--- src/rtl/alu_arbiter_pkg.sv ---
`default_nettype none
// ============================================================================
// Module      : alu_arbiter_pkg
// Description : Shared ALU definitions: 5-bit opcode encoding, flag bit
//               positions and the arbiter FSM state encoding.
// Revision    : 1.0  initial release
// ============================================================================
package alu_arbiter_pkg;

   // ALU opcodes (5 bits). Unlisted encodings produce a zero result.
   localparam logic [4:0] OP_ADD = 5'b00000;
   localparam logic [4:0] OP_SUB = 5'b00001;
   localparam logic [4:0] OP_AND = 5'b00010;
   localparam logic [4:0] OP_OR  = 5'b00011;
   localparam logic [4:0] OP_XOR = 5'b00100;
   localparam logic [4:0] OP_NOT = 5'b00101;
   localparam logic [4:0] OP_SLL = 5'b00110;
   localparam logic [4:0] OP_SRL = 5'b00111;
   localparam logic [4:0] OP_SRA = 5'b01000;
   localparam logic [4:0] OP_INC = 5'b10000;
   localparam logic [4:0] OP_DEC = 5'b10001;

   // Flag vector layout: {N, Z, C, V}
   localparam int FLAG_N = 3;
   localparam int FLAG_Z = 2;
   localparam int FLAG_C = 1;
   localparam int FLAG_V = 0;

   // Arbiter FSM encoding
   localparam logic [0:0] ST_IDLE = 1'b0;
   localparam logic [0:0] ST_RESP = 1'b1;

endpackage
`default_nettype wire

--- src/rtl/alu_arbiter_alu.sv ---
`default_nettype none
// ============================================================================
// Module      : alu
// Description : Purely combinational W-bit ALU with {N,Z,C,V} flags.
//               Arithmetic wraps in two's complement. For SUB/DEC the C flag
//               is the borrow out (set when unsigned a < unsigned b).
// Ports       : i_op     [4:0]   opcode (alu_arbiter_pkg::OP_*)
//               i_a, i_b [W-1:0] operands
//               o_result [W-1:0] result
//               o_flags  [3:0]   {N, Z, C, V}
// Revision    : 1.0  initial release
// ============================================================================
module alu
   import alu_arbiter_pkg::*;
#(
   parameter int W = 16
) (
   input  logic [4:0]   i_op,
   input  logic [W-1:0] i_a,
   input  logic [W-1:0] i_b,
   output logic [W-1:0] o_result,
   output logic [3:0]   o_flags
);

   localparam int         SHW = (W > 1) ? $clog2(W) : 1;
   localparam logic [W:0] ONE = {{W{1'b0}}, 1'b1};

   logic [W:0]     w_ext;
   logic [W-1:0]   w_res;
   logic           w_c;
   logic           w_v;
   logic [SHW-1:0] w_sh;

   assign w_sh = i_b[SHW-1:0];

   always_comb begin
      w_ext = '0;
      w_res = '0;
      w_c   = 1'b0;
      w_v   = 1'b0;
      case (i_op)
         OP_ADD: begin
            w_ext = {1'b0, i_a} + {1'b0, i_b};
            w_res = w_ext[W-1:0];
            w_c   = w_ext[W];
            w_v   = (i_a[W-1] == i_b[W-1]) && (w_res[W-1] != i_a[W-1]);
         end
         OP_SUB: begin
            w_ext = {1'b0, i_a} - {1'b0, i_b};
            w_res = w_ext[W-1:0];
            w_c   = w_ext[W];
            w_v   = (i_a[W-1] != i_b[W-1]) && (w_res[W-1] != i_a[W-1]);
         end
         OP_INC: begin
            w_ext = {1'b0, i_a} + ONE;
            w_res = w_ext[W-1:0];
            w_c   = w_ext[W];
            w_v   = !i_a[W-1] && w_res[W-1];
         end
         OP_DEC: begin
            w_ext = {1'b0, i_a} - ONE;
            w_res = w_ext[W-1:0];
            w_c   = w_ext[W];
            w_v   = i_a[W-1] && !w_res[W-1];
         end
         OP_AND: w_res = i_a & i_b;
         OP_OR:  w_res = i_a | i_b;
         OP_XOR: w_res = i_a ^ i_b;
         OP_NOT: w_res = ~i_a;
         OP_SLL: w_res = i_a << w_sh;
         OP_SRL: w_res = i_a >> w_sh;
         OP_SRA: w_res = W'($signed(i_a) >>> w_sh);
         default: w_res = '0;
      endcase
   end

   assign o_result = w_res;
   assign o_flags  = {w_res[W-1], (w_res == '0), w_c, w_v};

endmodule
`default_nettype wire

--- src/rtl/alu_arbiter.sv ---
`default_nettype none
// ============================================================================
// Module      : alu_arbiter
// Description : Shares one ALU between two requesters with round-robin
//               arbitration and a single registered response slot.
//               A grant is issued when the slot is empty or is being drained
//               in the same cycle; the result appears one cycle later.
// Ports       : clk, rst                 clock, async active-high reset
//               reqN_valid/ready         request handshake (N = 0,1)
//               reqN_op/a/b              opcode and operands
//               rsp_valid/ready          response handshake
//               rsp_id                   owner of the held response
//               rsp_result, rsp_flags    registered ALU outputs
//               busy                     response slot occupied
// Revision    : 1.0  initial release
// ============================================================================
module alu_arbiter
   import alu_arbiter_pkg::*;
#(
   parameter int W = 16
) (
   input  logic         clk,
   input  logic         rst,
   input  logic         req0_valid,
   output logic         req0_ready,
   input  logic [4:0]   req0_op,
   input  logic [W-1:0] req0_a,
   input  logic [W-1:0] req0_b,
   input  logic         req1_valid,
   output logic         req1_ready,
   input  logic [4:0]   req1_op,
   input  logic [W-1:0] req1_a,
   input  logic [W-1:0] req1_b,
   output logic         rsp_valid,
   input  logic         rsp_ready,
   output logic         rsp_id,
   output logic [W-1:0] rsp_result,
   output logic [3:0]   rsp_flags,
   output logic         busy
);

   logic [0:0]   r_state;
   logic [0:0]   w_state_nxt;
   logic         r_last_grant;
   logic         r_rsp_id;
   logic [W-1:0] r_rsp_result;
   logic [3:0]   r_rsp_flags;

   logic         w_can_grant;
   logic         w_grant0;
   logic         w_grant1;
   logic         w_xfer;
   logic [4:0]   w_alu_op;
   logic [W-1:0] w_alu_a;
   logic [W-1:0] w_alu_b;
   logic [W-1:0] w_alu_result;
   logic [3:0]   w_alu_flags;

   // The slot can accept a new result when empty, or when the held
   // response leaves on this same edge.
   assign w_can_grant = (r_state == ST_IDLE) || rsp_ready;

   // Round-robin: a lone requester always wins; under contention the one
   // that did not win last time goes first. Readies are gated by rst so
   // nothing is accepted while the block is held in reset.
   always_comb begin
      w_grant0 = 1'b0;
      w_grant1 = 1'b0;
      if (!rst && w_can_grant) begin
         if (req0_valid && (!req1_valid || r_last_grant)) begin
            w_grant0 = 1'b1;
         end else if (req1_valid) begin
            w_grant1 = 1'b1;
         end
      end
   end

   assign w_xfer     = w_grant0 | w_grant1;
   assign req0_ready = w_grant0;
   assign req1_ready = w_grant1;

   // The ALU sees the granted request's operands in the grant cycle.
   assign w_alu_op = w_grant1 ? req1_op : req0_op;
   assign w_alu_a  = w_grant1 ? req1_a  : req0_a;
   assign w_alu_b  = w_grant1 ? req1_b  : req0_b;

   alu #(
      .W (W)
   ) u_alu (
      .i_op     (w_alu_op),
      .i_a      (w_alu_a),
      .i_b      (w_alu_b),
      .o_result (w_alu_result),
      .o_flags  (w_alu_flags)
   );

   // FSM: state register
   always_ff @(posedge clk or posedge rst) begin
      if (rst) begin
         r_state <= ST_IDLE;
      end else begin
         r_state <= w_state_nxt;
      end
   end

   // FSM: next state
   always_comb begin
      w_state_nxt = r_state;
      case (r_state)
         ST_IDLE: begin
            if (w_xfer) begin
               w_state_nxt = ST_RESP;
            end
         end
         ST_RESP: begin
            if (rsp_ready && !w_xfer) begin
               w_state_nxt = ST_IDLE;
            end
         end
         default: w_state_nxt = ST_IDLE;
      endcase
   end

   // FSM: outputs
   always_comb begin
      rsp_valid = (r_state == ST_RESP);
      busy      = (r_state == ST_RESP);
   end

   // Response slot and arbitration history; only a transfer changes them,
   // so the held response stays stable under backpressure.
   always_ff @(posedge clk or posedge rst) begin
      if (rst) begin
         r_rsp_id     <= 1'b0;
         r_rsp_result <= '0;
         r_rsp_flags  <= '0;
         r_last_grant <= 1'b1;
      end else if (w_xfer) begin
         r_rsp_id     <= w_grant1;
         r_rsp_result <= w_alu_result;
         r_rsp_flags  <= w_alu_flags;
         r_last_grant <= w_grant1;
      end
   end

   assign rsp_id     = r_rsp_id;
   assign rsp_result = r_rsp_result;
   assign rsp_flags  = r_rsp_flags;

endmodule
`default_nettype wire

--- config.mk ---
export PLATFORM = sky130hd
export DESIGN_NAME = alu_arbiter
export DESIGN_NICKNAME = d
export VERILOG_FILES = /design/src/rtl/alu_arbiter_pkg.sv /design/src/rtl/alu_arbiter_alu.sv /design/src/rtl/alu_arbiter.sv
export SDC_FILE = /design/constraint.sdc
export NUM_CORES = 1
export LEC_CHECK = 0
export ABC_AREA = 1
export BUFFER_PORTS_ARGS = -buffer_cell sky130_fd_sc_hd__clkbuf_2
export CORE_MARGIN = 2
export CORE_UTILIZATION = 50
export CTS_BUF_LIST = sky130_fd_sc_hd__clkbuf_16
export DETAILED_ROUTE_END_ITERATION = 6
export GPL_TIMING_DRIVEN = 0
export HOLD_SLACK_MARGIN = 0.12
export PLACE_DENSITY = 0.8
export SKIP_LAST_GASP = 1
export SLEW_MARGIN = 20
export SYNTH_ARGS = -nofsm -noshare
export SYNTH_HDL_FRONTEND = slang
export SYNTH_SLANG_ARGS = --single-unit
--- constraint.sdc ---
create_clock -name clk -period 3.8 [get_ports clk]
set_clock_uncertainty 0.15 [all_clocks]
set_input_delay 0.76 -clock clk [delete_from_list [all_inputs] [get_ports clk]]
set_output_delay 0.76 -clock clk [all_outputs]
set_load 0.005 [all_outputs]
==> results of run 1 <==
==> worst min-delay path, delay by kind of cell, from the launching register on <==
| kind | cells | cell delay [ns] |
|---|---|---|
| DFF | 1 | 0.34 |
| and+or+nand+nor | 2 | 0.11 |
==> report_power, final <==
group          switching, mW  leakage [nW]  total, mW  internal (mW)
logic                   1.44          4.74       2.23          0.795
registers             0.0494         0.285      0.348          0.299
clock network         0.0851        0.0511      0.294          0.209
total                   1.57          5.08       2.88           1.30
==> state kept, by name, indices dropped and copies added (netlist names) <==
name,flops
r_last_grant,1
rsp_result,16
rsp_flags,3
rsp_id,1
busy,1
==> layout by cell type, fill, tap and decap left out, types with 11 or more instances in the layout <==
| cell type | netlist | final |
|---|---|---|
| a21oi_1 | 39 | 25 |
| a21oi_2 | 0 | 11 |
| buf_4 | 11 | 75 |
| clkbuf_2 | 0 | 101 |
| dfrtp_1 | 21 | 21 |
| ha_1 | 54 | 42 |
| inv_1 | 126 | 120 |
| inv_2 | 14 | 11 |
| nand2_1 | 495 | 477 |
| nand2_2 | 22 | 22 |
| nand2_4 | 6 | 19 |
| nand3_1 | 236 | 226 |
| nand3_2 | 1 | 11 |
| nand3b_1 | 21 | 21 |
| nand4_1 | 19 | 19 |
| nor2_1 | 142 | 119 |
| nor2_2 | 10 | 26 |
| o21ai_0 | 56 | 40 |
| o21ai_1 | 7 | 11 |
==> cell type report <==
| class | instances | area [µm²] |
|---|---|---|
| Clock inverter | 1 | 30.0 |
| Tap cell | 180 | 225 |
| Fill cell | 1271 | 4490 |
| Buffer | 42 | 390 |
| Inverter | 146 | 599 |
| Multi-Input combinational cell | 1157 | 6360 |
| Timing Repair Buffer | 178 | 1160 |
| Sequential cell | 22 | 552 |
| Clock buffer | 3 | 75.1 |
==> layer usage <==
layer	vias up	track usage	routed length, µm
met5	-	0	0
met4	0	0.263	3020
met3	265	0.102	5040
met2	852	0.720	15600
met1	4843	0.595	13100
li1	4805	-	-
==> metrics by stage <==
step / worst slack (ns) / std cells / total power [mW] / instance area, µm² / hold slack, ns
final: -0.163 / 1729 / 2.88 / 9400 / 0.330
after global routing: -0.279 / 1729 / 3.04 / 9400 / 0.367
after detailed placement: -1.11 / 1660 / 2.01 / 7850 / 0.314
after global placement: -1.11 / 1660 / 1.99 / 7850 / 0.305
after CTS: -0.0136 / 1719 / 2.63 / 9050 / 0.330
after floorplan: 0.0123 / 1377 / 1.47 / 7110 / 0.315
==> worst paths after layout <==
path / from / endpoint / slack, ns / cells after the start
setup / recovery: rsp_ready / rsp_flags[2] / -0.16 / 26
hold / removal: rsp_flags[1] / rsp_flags[1] / 0.33 / 2
setup reg to reg: r_last_grant / rsp_flags[2] / -0.15 / 23
hold reg to reg: rsp_flags[1] / rsp_flags[1] / 0.33 / 2
max in group asynchronous: rst / rsp_result[7] / 2.48 / 2
min in group asynchronous: rst / rsp_result[0] / 0.52 / 2
==> Yosys cell counts (all sizes together) <==
cell type / number
nand2: 523
nand3: 237
nor2: 154
inv: 140
o21ai: 66
ha: 54
a21oi: 41
buf: 32
dfrtp: 21
nand3b: 21
clkbuf: 20
nand4: 19
nor3: 13
clkinv: 6
a31oi: 4
xor2: 4
nor4: 3
o211ai: 3
o21a: 2
o21bai: 2
o31ai: 2
or2: 2
a21boi: 1
a31o: 1
and2: 1
dfstp: 1
fa: 1
o2111ai: 1
o311ai: 1
xnor2: 1
==> cells by family (layout without fill, tap and decap cells) <==
family                   after synthesis  in the layout
adder cells (fa/ha/maj)               55             55
XOR/XNOR                               5              5
AND/OR/NAND/NOR                      973            973
flip-flops                            22             22
buffers and inverters                198            370
AO/OA/AOI/OAI                        124            124
==> timing repair <==
action | in CTS | in global routing
buffers inserted | 61 | 12
endpoints found under the setup margin | 16 | 12
resized for setup | 158 | 68
gates cloned | 2 | 0
pin swaps | 61 | 32
==> flow_metrics.env, run 1 <==
export IMPL_drv_cap=0
export IMPL_gp_congestion=1.07
export IMPL_gr_total_overflow=0
export IMPL_cts_buffers=3
export IMPL_cp_data_arrival_time_ns=4.01
export IMPL_drtIter0Drc=1528
export IMPL_die_area_um2=15200
export IMPL_tightestPinTransition_ns=0.821
export IMPL_rsz0062_at_grt="true"
export IMPL_synth_fa_ha_area_frac=0.0979
export IMPL_grt_max_degree=23
export IMPL_layout_drive_gt1_share=0.249
export IMPL_path_buf_inv=8
export IMPL_tns_ns=-0.478
export IMPL_synthSimpleGateAreaFrac=0.600
export IMPL_synth_compound_area_frac=0.100
export IMPL_grt_first_pass_wirelength_um=53600
export IMPL_cp_start_kind="input port"
export IMPL_grt_usage=0.465
export IMPL_die_w_um=123
export IMPL_core_um2=13900
export IMPL_area_growth_pct=32.2
export IMPL_drt_total_wl_um=36800
export IMPL_clk_insertion_delay_late_ns=0.26
export IMPL_cts_tree="yes"
export IMPL_setup_violations=4
export IMPL_place_hpwl_um=26200
export IMPL_cp_end_kind="register"
export IMPL_htreeDepth=1
export IMPL_setup_slack_ns=-0.163
export IMPL_synth_area_leaders="nand2_1 26%, nand3_1 17%, ha_1 9.5%"
export IMPL_ant_nets=0
export IMPL_max_vdd_ir_drop_mv=0.172
export IMPL_crit_path_frequent_cell="nand2_1"
export IMPL_critPathMaxStageDelay_ns=0.32
export IMPL_ys_types=45
export IMPL_cts_hold_fix_buffers=0
export IMPL_crit_type="in2reg"
export IMPL_worst_ep_required_time_ns=3.84
export IMPL_post_drt_via_cell_ratio=6.23
export IMPL_diodes=0
export IMPL_hp_class="reg2reg"
export IMPL_antenna_found_initial=0
export IMPL_first_pass_iters=7
export IMPL_fin_util=0.677
export IMPL_slew_viol_final=0
export IMPL_cp_max_fo=11
export IMPL_synth_top_family_by_area="simple AND/OR/NAND/NOR gates"
export IMPL_yosysTopAreaCell="nand2_1"
export IMPL_crit_family="simple AND/OR/NAND/NOR gates"
export IMPL_synthMuxAreaShare=0
export IMPL_maxSlewHeadroom=0.451
export IMPL_syn_area_per_cell_um2=5.16
export IMPL_grt_pass1_vias=9633
export IMPL_violations="DRC, setup timing"
export IMPL_status="finished with violations"
export IMPL_rows=43
export IMPL_ys_warnings_count=0
export IMPL_clock_sinks=22
export IMPL_yosys_area_top_type_share=0.261
export IMPL_seq_area_frac_synth=0.0776
export IMPL_synth_area_um2=7110
export IMPL_syn_nets=1511
export IMPL_drc=31
export IMPL_postSynthCellCount=1377
export IMPL_die_h_um=123
export IMPL_start_util=0.512
export IMPL_clkTransAtPathRegs_ns=0.06
export IMPL_ys_ff_latch=22
export IMPL_clock_fmax_mhz=252
export IMPL_port_buffer_count=103
export IMPL_ios=104
export IMPL_via_count=10800
export IMPL_root_buffer="clkbuf_16"
export IMPL_wire_per_inst_um=21.3
export IMPL_powerDensity_nw_per_um2=306
export IMPL_fin_crit_ns=3.96
export IMPL_leakage_nw=5.08
export IMPL_critical_path_slowest_cell="ha_4"
export IMPL_yosys_area_share_xor_xnor=0.00616
export IMPL_fin_crit_sh=1.04
export IMPL_hold_viol_final=0
export IMPL_clk_path_buf_depth=2
export IMPL_final_nets=1684
(Power assumes the default switching activity.)
==> run 2: changes to the inputs <==
SYNTH_HIERARCHICAL = 1   (was not set)
==> run 2 against run 1 <==
Net effect: the run ends with setup timing left; die area grew 0.34%; critical path depth up 2; wire length down 6.6%; worst setup slack better by 0.12 ns; sequential cell count is 1 higher; final area increased by 6.9%; global-route usage down 5.1 points; sequential share of layout area is 0.13 points lower; clock power down 22%.
==> flow_metrics.env, run 2 <==
export IMPL_ys_warnings_count=6
export IMPL_violations="setup timing"
export IMPL_clk_path_buf_depth=2
export IMPL_syn_area_per_cell_um2=4.96
export IMPL_final_cell_mix="488 x nand2_1, 209 x nand3_1, 126 x nor2_1"
export IMPL_r2r_start="busy"
export IMPL_design_area_um2=10000
export IMPL_synth_top_family_by_area="simple AND/OR/NAND/NOR gates"
export IMPL_synth_area_leaders="nand2_1 30%, nand3_1 17%, ha_1 9.6%"
export IMPL_core_um2=13900
export IMPL_hold_viol_final=0
export IMPL_yosys_area_top_type_share=0.298
export IMPL_drv_cap=0
export IMPL_fin_crit_ns=3.85
export IMPL_clock_fmax_mhz=260
export IMPL_clk_insertion_delay_late_ns=0.25
export IMPL_whs_path_depth=2
export IMPL_tightestPinTransition_ns=0.912
export IMPL_dp_cells=1722
export IMPL_clock_sinks=23
export IMPL_cp_start_kind="input port"
export IMPL_p_total_mw=2.87
export IMPL_status="finished with violations"
export IMPL_gr_total_overflow=0
export IMPL_yosysMostFrequentCell="nand2_1"
export IMPL_cts_buffers=3
export IMPL_postSynthCellCount=1439
export IMPL_diodes=0
export IMPL_seqCellArea_um2=577
export IMPL_hold_end="rsp_flags[2]"
export IMPL_wire_per_inst_um=18.9
export IMPL_setup_slack_ns=-0.0461
export IMPL_dpl_cell_area_um2=7870
export IMPL_slew_viol_final=0
export IMPL_grt_max_degree=26
export IMPL_antenna_found_initial=0
export IMPL_reg2reg_to="rsp_flags[2]"
export IMPL_crit_type="in2reg"
export IMPL_yosysTopAreaCell="nand2_1"
export IMPL_cts_tree="yes"
export IMPL_ys_ff_latch=23
export IMPL_ios=104
export IMPL_layout_drive_gt1_share=0.313
export IMPL_via_count=10800
export IMPL_synth_edf_count=0
export IMPL_seq_area_frac_synth=0.0809
export IMPL_place_hpwl_um=24100
export IMPL_start_util=0.514
export IMPL_fin_util=0.723
export IMPL_n_fill_cell=1197
export IMPL_hold_start="rsp_flags[2]"
export IMPL_area_growth_pct=40.8
export IMPL_cp_data_arrival_time_ns=3.89
export IMPL_cp_max_fo=12
export IMPL_first_pass_iters=6
export IMPL_setup_violations=1
export IMPL_r2r_cells=27
export IMPL_drtIter0Drc=1526
export IMPL_die_h_um=123
export IMPL_worst_ep_required_time_ns=3.84
export IMPL_async_flop_share=1.00
export IMPL_rsz0062_at_grt="true"
export IMPL_hp_class="reg2reg"
export IMPL_powerDensity_nw_per_um2=285
export IMPL_multi_input_area_um2=6490
export IMPL_root_buffer="clkbuf_16"
export IMPL_synth_common_cells="567 x nand2_1, 237 x nand3_1, 174 x nor2_1, 148 x inv_1, 55 x ha_1"
export IMPL_largest_reg_flops=16
export IMPL_port_buffer_count=103
export IMPL_rrSetupSlack_ns=0.07
export IMPL_fin_crit_sh=1.01
export IMPL_post_drt_via_cell_ratio=5.92
export IMPL_die_w_um=123
export IMPL_final_nets=1778
export IMPL_synthMuxAreaShare=0
export IMPL_tns_ns=-0.0461
export IMPL_drt_total_wl_um=34400
export IMPL_die_area_um2=15200
export IMPL_ant_nets=0
export IMPL_ys_types=35
export IMPL_gp_congestion=1.05
export IMPL_maxSlewHeadroom=0.391
export IMPL_layout_commonest_cell="nand2_1"
export IMPL_synthSimpleGateAreaFrac=0.612
export IMPL_max_vdd_ir_drop_mv=0.315
export IMPL_grt_usage=0.414
export IMPL_synth_fa_ha_area_frac=0.102
export IMPL_grt_first_pass_wirelength_um=48600
export IMPL_grt_pass1_vias=9323
export IMPL_cts_hold_fix_buffers=0
export IMPL_synth_compound_area_frac=0.0626
export IMPL_clkTransAtPathRegs_ns=0.06
export IMPL_fin_cells=1821
export IMPL_synth_area_um2=7130
export IMPL_rows=43
export IMPL_drc=0
export IMPL_yosys_area_share_xor_xnor=0.00368
export IMPL_synthFlopType="dfrtp_1"
export IMPL_cp_end_kind="register"
export IMPL_leakage_nw=5.59
export IMPL_syn_nets=1575
export IMPL_htreeDepth=1
==> run 2: cell count changes after synthesis, moves of 6 or more <==
cell      before  now
nor2_1       142  174
o21ai_0       56   33
nand2_1      495  567
nand2_2       22   10
inv_1        126  148
clkbuf_1      20   12
nand2_4        6    0
nand4_1       19   27
buf_2         16   45
nand3b_1      21    2
==> run 2: area by class of cell <==
cell class | count | area share
Tap cell | 180 | 0.0224
Timing Repair Buffer | 200 | 0.135
Clock inverter | 1 | 0.000498
Multi-Input combinational cell | 1186 | 0.647
Inverter | 158 | 0.0637
Sequential cell | 23 | 0.0574
Buffer | 70 | 0.0668
Clock buffer | 3 | 0.00748
==> run 2: routing by layer <==
| layer | track usage | routed length, µm | share of wire | vias up |
|---|---|---|---|---|
| li1 | - | - | - | 4961 |
| met1 | 0.523 | 12400 | 0.36 | 4819 |
| met2 | 0.672 | 15200 | 0.44 | 777 |
| met3 | 0.0517 | 3880 | 0.11 | 215 |
| met4 | 0.241 | 2860 | 0.083 | 0 |
| met5 | 0 | 0 | 0 | - |
==> run 2: cell families (layout without fill, tap and decap cells) <==
group	after synthesis	count (layout)
compound gates	85	85
buf+inv	230	432
flops	23	23
simple gates	1041	1041
fa+ha+maj	57	57
xor+xnor	3	3
==> run 2: how the worst max path moves through the flow <==
stage                     startpoint           end  slack [ns]  depth (start not counted)
final                     req0_valid  rsp_flags[2]       -0.05                         28
after CTS                  rsp_ready  rsp_flags[2]       0.004                         27
after detailed placement   rsp_ready  rsp_flags[2]       -1.18                         26
after global placement     rsp_ready  rsp_flags[2]       -1.12                         26
after global routing       rsp_ready  rsp_flags[2]       -0.15                         29
after floorplan            rsp_ready  rsp_flags[2]         0.1                         25
==> run 2: per-stage QoR <==
stage / worst slack [ns] / hold WS [ns]
2_1_floorplan: 0.0970 / 0.321
3_3_place_gp: -1.12 / 0.335
6_report: -0.0461 / 0.354
3_5_place_dp: -1.18 / 0.340
4_1_cts: 0.00418 / 0.350
5_1_grt: -0.151 / 0.379
==> run 2: timing repair <==
| item | in CTS | in global routing |
|---|---|---|
| gates cloned | 4 | 3 |
| buffers inserted | 41 | 49 |
| resized for setup | 168 | 219 |
| hold endpoints to repair | 0 | 0 |
| endpoints found under the setup margin | 18 | 12 |
| pin swaps | 26 | 98 |
==> run 2: critical path, stage by stage <==
cell and delay [ns]:
clkbuf_2 0.11, a21oi_4 0.15, nand2_4 0.09, inv_4 0.07, buf_12 0.14, buf_12 0.14
nand2_1 0.09, nand2_4 0.15, inv_6 0.07, buf_12 0.15, ha_4 0.24, inv_1 0.09
nand2_1 0.07, nand2_1 0.14, nand2_1 0.12, inv_1 0.12, nand2_1 0.08, nand3_1 0.08
nand2_1 0.11, nor2_2 0.14, nand2_2 0.07, nor2_4 0.15, nand2_1 0.07, nor2_1 0.10
nand3_1 0.08, nor2_1 0.14, nand2_1 0.09, nand2_1 0.07
==> run 2: power breakdown <==
group	internal, mW	switching (mW)
Clock	0.141	0.0876
Sequential	0.300	0.0354
Combinational	0.865	1.44
Total	1.31	1.56
